==> src/rtl/counter_ctrl_pkg.sv <==
// counter_ctrl_pkg: shared state encoding and mode constants for the counter controller.
package counter_ctrl_pkg;
    typedef enum logic [1:0] {
        ST_IDLE = 2'd0,
        ST_RUN  = 2'd1,
        ST_HOLD = 2'd2,
        ST_DONE = 2'd3
    } state_e;
    localparam logic MODE_ONESHOT  = 1'b0;
    localparam logic MODE_PERIODIC = 1'b1;
endpackage

==> src/rtl/counter_ctrl_if.sv <==
// counter_ctrl_if: control/status bundle between CSR logic (master) and counter_ctrl (slave).
// The presc divisor exists only with COUNTER_CTRL_PRESCALE_EN.
interface counter_ctrl_if #(
    parameter int WIDTH = 4
`ifdef COUNTER_CTRL_PRESCALE_EN
    , parameter int PRESC_W = 4
`endif
) ();
    logic             start, stop, hold, mode, irq_clr;
    logic [WIDTH-1:0] limit, count;
    logic [1:0]       state;
    logic             busy, tc, irq;
`ifdef COUNTER_CTRL_PRESCALE_EN
    logic [PRESC_W-1:0] presc;
`endif
    modport master (
        output start, stop, hold, mode, irq_clr, limit,
`ifdef COUNTER_CTRL_PRESCALE_EN
        output presc,
`endif
        input count, state, busy, tc, irq
    );
    modport slave (
        input start, stop, hold, mode, irq_clr, limit,
`ifdef COUNTER_CTRL_PRESCALE_EN
        input presc,
`endif
        output count, state, busy, tc, irq
    );
endinterface

==> src/rtl/counter_ctrl_presc.sv <==
// counter_ctrl_presc: tick divider, built only with COUNTER_CTRL_PRESCALE_EN.
`ifdef COUNTER_CTRL_PRESCALE_EN
module counter_ctrl_presc #(
    parameter int PRESC_W = 4
) (
    input  logic               clk,
    input  logic               rst,
    input  logic               clr,
    input  logic               en,
    input  logic [PRESC_W-1:0] presc,
    output logic               tick
);
    logic [PRESC_W-1:0] div_q, div_d;
    assign tick = div_q == presc;
    always_comb begin
        div_d = clr ? '0 : en ? (tick ? '0 : div_q + PRESC_W'(1)) : div_q;
    end
    always_ff @(posedge clk or posedge rst) begin
        if (rst) div_q <= '0;
        else     div_q <= div_d;
    end
endmodule
`endif

==> src/rtl/counter_ctrl.sv <==
// counter_ctrl: start/stop/hold sequencer owning the count register, with terminal-count strobe and sticky irq.
// Define COUNTER_CTRL_PRESCALE_EN to divide the count tick by presc+1.
module counter_ctrl
    import counter_ctrl_pkg::*;
#(
    parameter int WIDTH = 4
`ifdef COUNTER_CTRL_PRESCALE_EN
    , parameter int PRESC_W = 4
`endif
) (
    input logic           clk,
    input logic           rst,
    counter_ctrl_if.slave bus
);
    state_e           state_q, state_d;
    logic [WIDTH-1:0] count_q, count_d, limit_q, limit_d;
    logic             mode_q, mode_d, irq_q, irq_d, busy_q, busy_d;
    logic             tick, tc;
`ifdef COUNTER_CTRL_PRESCALE_EN
    counter_ctrl_presc #(.PRESC_W(PRESC_W)) u_presc (
        .clk   (clk),
        .rst   (rst),
        .clr   (bus.start | bus.stop),
        .en    (state_q == ST_RUN && !bus.hold),
        .presc (bus.presc),
        .tick  (tick)
    );
`else
    assign tick = 1'b1;
`endif
    assign tc = state_q == ST_RUN && tick && !bus.hold && count_q == limit_q;
    always_comb begin
        state_d = state_q;
        count_d = count_q;
        limit_d = limit_q;
        mode_d  = mode_q;
        irq_d   = tc | (irq_q & ~bus.irq_clr);
        if (bus.stop) begin
            state_d = ST_IDLE;
            count_d = '0;
        end else if (bus.start) begin
            state_d = ST_RUN;
            count_d = '0;
            limit_d = bus.limit;
            mode_d  = bus.mode;
        end else if (state_q == ST_RUN) begin
            if (bus.hold) state_d = ST_HOLD;
            else if (tc) begin
                // periodic wraps to zero; one-shot parks at limit in DONE
                count_d = (mode_q == MODE_PERIODIC) ? '0 : count_q;
                state_d = (mode_q == MODE_PERIODIC) ? ST_RUN : ST_DONE;
            end else if (tick) count_d = count_q + WIDTH'(1);
        end else if (state_q == ST_HOLD && !bus.hold) state_d = ST_RUN;
        busy_d = state_d == ST_RUN || state_d == ST_HOLD;
    end
    always_ff @(posedge clk or posedge rst) begin
        if (rst) begin
            state_q <= ST_IDLE;
            count_q <= '0;
            limit_q <= '0;
            mode_q  <= MODE_ONESHOT;
            irq_q   <= 1'b0;
            busy_q  <= 1'b0;
        end else begin
            state_q <= state_d;
            count_q <= count_d;
            limit_q <= limit_d;
            mode_q  <= mode_d;
            irq_q   <= irq_d;
            busy_q  <= busy_d;
        end
    end
    assign bus.count = count_q;
    assign bus.state = state_q;
    assign bus.busy  = busy_q;
    assign bus.tc    = tc;
    assign bus.irq   = irq_q;
endmodule

==> src/flat_wrapper.sv <==
// flat-port wrapper written by rule: the top's interface ports become plain ports
module counter_ctrl_flat import counter_ctrl_pkg::*;
#(
    parameter int WIDTH = 4

)
  (clk, rst, bus_start, bus_stop, bus_hold, bus_mode, bus_irq_clr, bus_limit, bus_count, bus_state, bus_busy, bus_tc, bus_irq);
  counter_ctrl_if #(.WIDTH(WIDTH)) bus_i ();
  input logic clk;
  input logic rst;
  input wire logic [$bits(bus_i.start)-1:0] bus_start;
  input wire logic [$bits(bus_i.stop)-1:0] bus_stop;
  input wire logic [$bits(bus_i.hold)-1:0] bus_hold;
  input wire logic [$bits(bus_i.mode)-1:0] bus_mode;
  input wire logic [$bits(bus_i.irq_clr)-1:0] bus_irq_clr;
  input wire logic [$bits(bus_i.limit)-1:0] bus_limit;
  output wire logic [$bits(bus_i.count)-1:0] bus_count;
  output wire logic [$bits(bus_i.state)-1:0] bus_state;
  output wire logic [$bits(bus_i.busy)-1:0] bus_busy;
  output wire logic [$bits(bus_i.tc)-1:0] bus_tc;
  output wire logic [$bits(bus_i.irq)-1:0] bus_irq;
  assign bus_i.start = bus_start;
  assign bus_i.stop = bus_stop;
  assign bus_i.hold = bus_hold;
  assign bus_i.mode = bus_mode;
  assign bus_i.irq_clr = bus_irq_clr;
  assign bus_i.limit = bus_limit;
  assign bus_count = bus_i.count;
  assign bus_state = bus_i.state;
  assign bus_busy = bus_i.busy;
  assign bus_tc = bus_i.tc;
  assign bus_irq = bus_i.irq;
  counter_ctrl #(.WIDTH(WIDTH)) u_core (.clk(clk), .rst(rst), .bus(bus_i));
endmodule
==> config.mk <==
export PLATFORM = sky130hd
export DESIGN_NAME = counter_ctrl_flat
export DESIGN_NICKNAME = d
export VERILOG_FILES = /design/src/rtl/counter_ctrl_pkg.sv /design/src/rtl/counter_ctrl_if.sv /design/src/rtl/counter_ctrl_presc.sv /design/src/rtl/counter_ctrl.sv /design/src/flat_wrapper.sv
export SDC_FILE = /design/constraint.sdc
export NUM_CORES = 1
export LEC_CHECK = 0
export BUFFER_PORTS_ARGS = -buffer_cell sky130_fd_sc_hd__clkbuf_2
export CORE_MARGIN = 3
export CORE_UTILIZATION = 44
export CTS_CLUSTER_SIZE = 24
export DETAILED_ROUTE_END_ITERATION = 10
export MAX_ROUTING_LAYER = met4
export PLACE_DENSITY_LB_ADDON = 0.08
export REMOVE_ABC_BUFFERS = 1
export SYNTH_ARGS = -nofsm -noshare
export SYNTH_HDL_FRONTEND = slang
export SYNTH_SLANG_ARGS = --single-unit
==> constraint.sdc <==
create_clock -name clk -period 1.5 [get_ports clk]
set_input_delay 0.15 -clock clk [delete_from_list [all_inputs] [get_ports clk]]
set_output_delay 0.15 -clock clk [all_outputs]
set_load 0.01 [all_outputs]
==> out/metrics.yaml <==
clock_network:
  cts_max_path_buffers: 2
  cts_root_buffer: "clkbuf_4"
  cts.sinks: 13
  h-tree-depth: 1
  cts.clk_slew.worst_paths_ps: 80
  tritoncts: "built"
  insertion_delay_ps: 280
  cts_buffers: 3
cells_and_area:
  nets: 114
  n_antenna_cell: 0
  area_delta_synth_final_pct: 40.6
  fin_area_um2: 983
  fin_util: 0.703
  drive_above_1_share: 0.495
place:
  dp.final_hpwl_um: 1210
  gp_congestion: 0.802
  place_area_um2: 862
  port-buffer-count: 19
power_and_ir_drop:
  power_mw: 0.783
  powerDensity_mw_per_mm2: 796
  max-vdd-ir-drop_mv: 0.467
  swShare: 0.273
  leakagePower_nw: 0.453
  sequentialPowerShare: 0.515
  clockPowerShare: 0.273
  comb_power_share: 0.211
  intPower_mw: 0.569
  switching_power_mw: 0.214
timing:
  hold_viol: 0
  period_needed_ps: 1480
  finalClockSkew_ps: 2.32
  slew-limit-headroom: 0.679
  whs_ps: 45.3
  tightest_slew_ps: 481
  setup_viol: 0
  timing.fmax_mhz: 675
  fin_crit_sh: 0.987
  setup_tns_ps: 0
  rsz0062_at_grt: "true"
  report.final.slew_viol_count: 0
outcome:
  status: "finished clean"
logic_synthesis:
  synth.avg_cell_area_um2: 10.3
  synth_seq_cells: 13
  ys_seq_area_frac: 0.465
  synth_warnings: 0
  ys_types: 27
  synthCells: 68
  mappedNetlistArea_um2: 699
critical_path:
  critical_path_class: "reg2out"
  start_kind: "flip-flop"
  cp_max_fo: 3
  timing.critical_path.arrival_ps: 1330
  crit_path_end_kind: "primary output"
  required_ps: 1350
route:
  vias_per_cell: 5.53
  wirelength_um: 1610
  routedWlPerCell_um: 13.9
  firstDrtPassIters: 4
  vias: 642
  drc: 0
  drtIter0Drc: 20
  postRouteAntennaNets: 0
run:
  drv_cap: 0
global_routing:
  grt_pass1_wl_um: 2490
  grt_pass1_vias: 591
  grt-ovfl-total: 0
  grt_util_all_layers: 0.174
  antenna_found_initial: 0
  grt_max_degree: 14
floorplan:
  io_pins: 20
  start_util: 0.500
  row_count: 13
  die_y_um: 45.9
  core_mm2: 0.00140
  die-area_mm2: 0.00210
  die_width_um: 45.9
worst_hold_path:
  min_path_type: "in2reg"
cells in the mapped netlist:
library cell / count / area share
or2_2: 1 / 0.0090
nand2_1: 6 / 0.032
xnor2_1: 4 / 0.050
buf_6: 1 / 0.016
and2_1: 2 / 0.018
nor2b_1: 2 / 0.018
o21ai_0: 2 / 0.014
or3_1: 1 / 0.0090
nand4_1: 1 / 0.0090
nor3_1: 2 / 0.014
o21ai_1: 1 / 0.0071
a311oi_1: 1 / 0.013
o31ai_1: 1 / 0.011
o311ai_1: 1 / 0.013
inv_1: 3 / 0.016
and4_4: 1 / 0.016
nor2_1: 3 / 0.016
nand3b_1: 4 / 0.043
or3b_1: 1 / 0.013
ha_1: 1 / 0.018
dfrtp_1: 13 / 0.47
nor3b_1: 2 / 0.021
a21o_2: 1 / 0.013
nand3_1: 3 / 0.021
o22ai_1: 1 / 0.0090
a31oi_1: 4 / 0.036
mux2_2: 5 / 0.080
metrics by stage:
step / std cells / setup slack, ps
after global placement: 109 / 79.3
after detailed placement: 109 / 54.1
final: 116 / 19.1
after global routing: 116 / -45.0
after floorplan: 67 / 34.2
after CTS: 115 / 6.63
layer usage:
metal | up-vias | share of wire | GRT usage | routed length, µm
li1 | 313 | - | - | -
met1 | 299 | 0.41 | 0.191 | 666
met2 | 28 | 0.51 | 0.294 | 813
met3 | 2 | 0.077 | 0.0593 | 124
met4 | 0 | 0.0025 | 0.0511 | 4
met5 | - | 0 | - | 0
final cells by class:
class / instances / area [µm²]
clock buffer: 3 / 22.5
clock inverter: 1 / 5.00
fill: 112 / 415
inverter: 3 / 11.3
multi-input combinational: 51 / 408
sequential: 13 / 325
tap: 15 / 18.8
timing repair buffer: 30 / 193
layout by cell type, fill, tap and decap left out, types with 2 or more instances in the layout:
cell	netlist	routed
a31oi_1	4	4
and2_1	2	2
buf_4	0	9
clkbuf_2	0	18
clkbuf_4	0	3
dfrtp_1	13	13
inv_1	3	3
mux2_2	5	5
nand2_1	6	6
nand3_1	3	3
nand3b_1	4	4
nor2_1	3	2
o21ai_1	1	2
xnor2_1	4	2
xnor2_2	0	2
worst paths after layout:
kind / to / slack (ps) / from / cells after the start
min in group asynchronous: u_core.limit_q[0] / 420 / rst / 3
worst max register to register: u_core.bus.state[1] / 60 / u_core.bus.count[3] / 6
worst max-delay path: bus_tc / 20 / u_core.bus.state[1] / 3
max in group asynchronous: u_core.bus.count[2] / 760 / rst / 3
worst min register to register: u_core.limit_q[1] / 530 / u_core.limit_q[1] / 1
worst min-delay path: u_core.bus.irq / 50 / bus_irq_clr / 2
power by group through the flow:
stage	logic (mW)	registers (mW)	clock network [mW]
after global routing	0.182	0.409	0.233
after global placement	0.134	0.405	0
final	0.166	0.404	0.214
after floorplan	0.0818	0.406	0
after detailed placement	0.138	0.406	0
after CTS	0.146	0.399	0.219
kinds of logic (layout without fill, tap and decap cells):
family	count (synthesis)	in the layout	synth area share
simple gates	29	29	0.240
buf+inv	4	37	0.0322
mux	5	5	0.0805
flops	13	13	0.465
xor+xnor	4	4	0.0501
compound gates	12	12	0.114
fa+ha+maj	1	1	0.0179
registers in the layout, summed over array words and instances (netlist names):
signal,flops
u_core.bus.busy,1
u_core.mode_q,1
u_core.limit_q,4
u_core.bus.count,4
u_core.bus.state,2
u_core.bus.irq,1
repair_timing:
item / in CTS / in global routing
resized for setup: 1 / 11
setup endpoints to repair: 1 / 3
buffers inserted: 1 / 1
pin swaps: 1 / 4
endpoints found under the hold margin: 13 / 0
hold buffers: 1 / 0
worst max-delay path: stages (launching register included):
cell and delay [ps]:
dfrtp_1 380, or3b_4 430, nor2_2 100, buf_2 130
No activity file was read; power rests on OpenSTA's default activity.
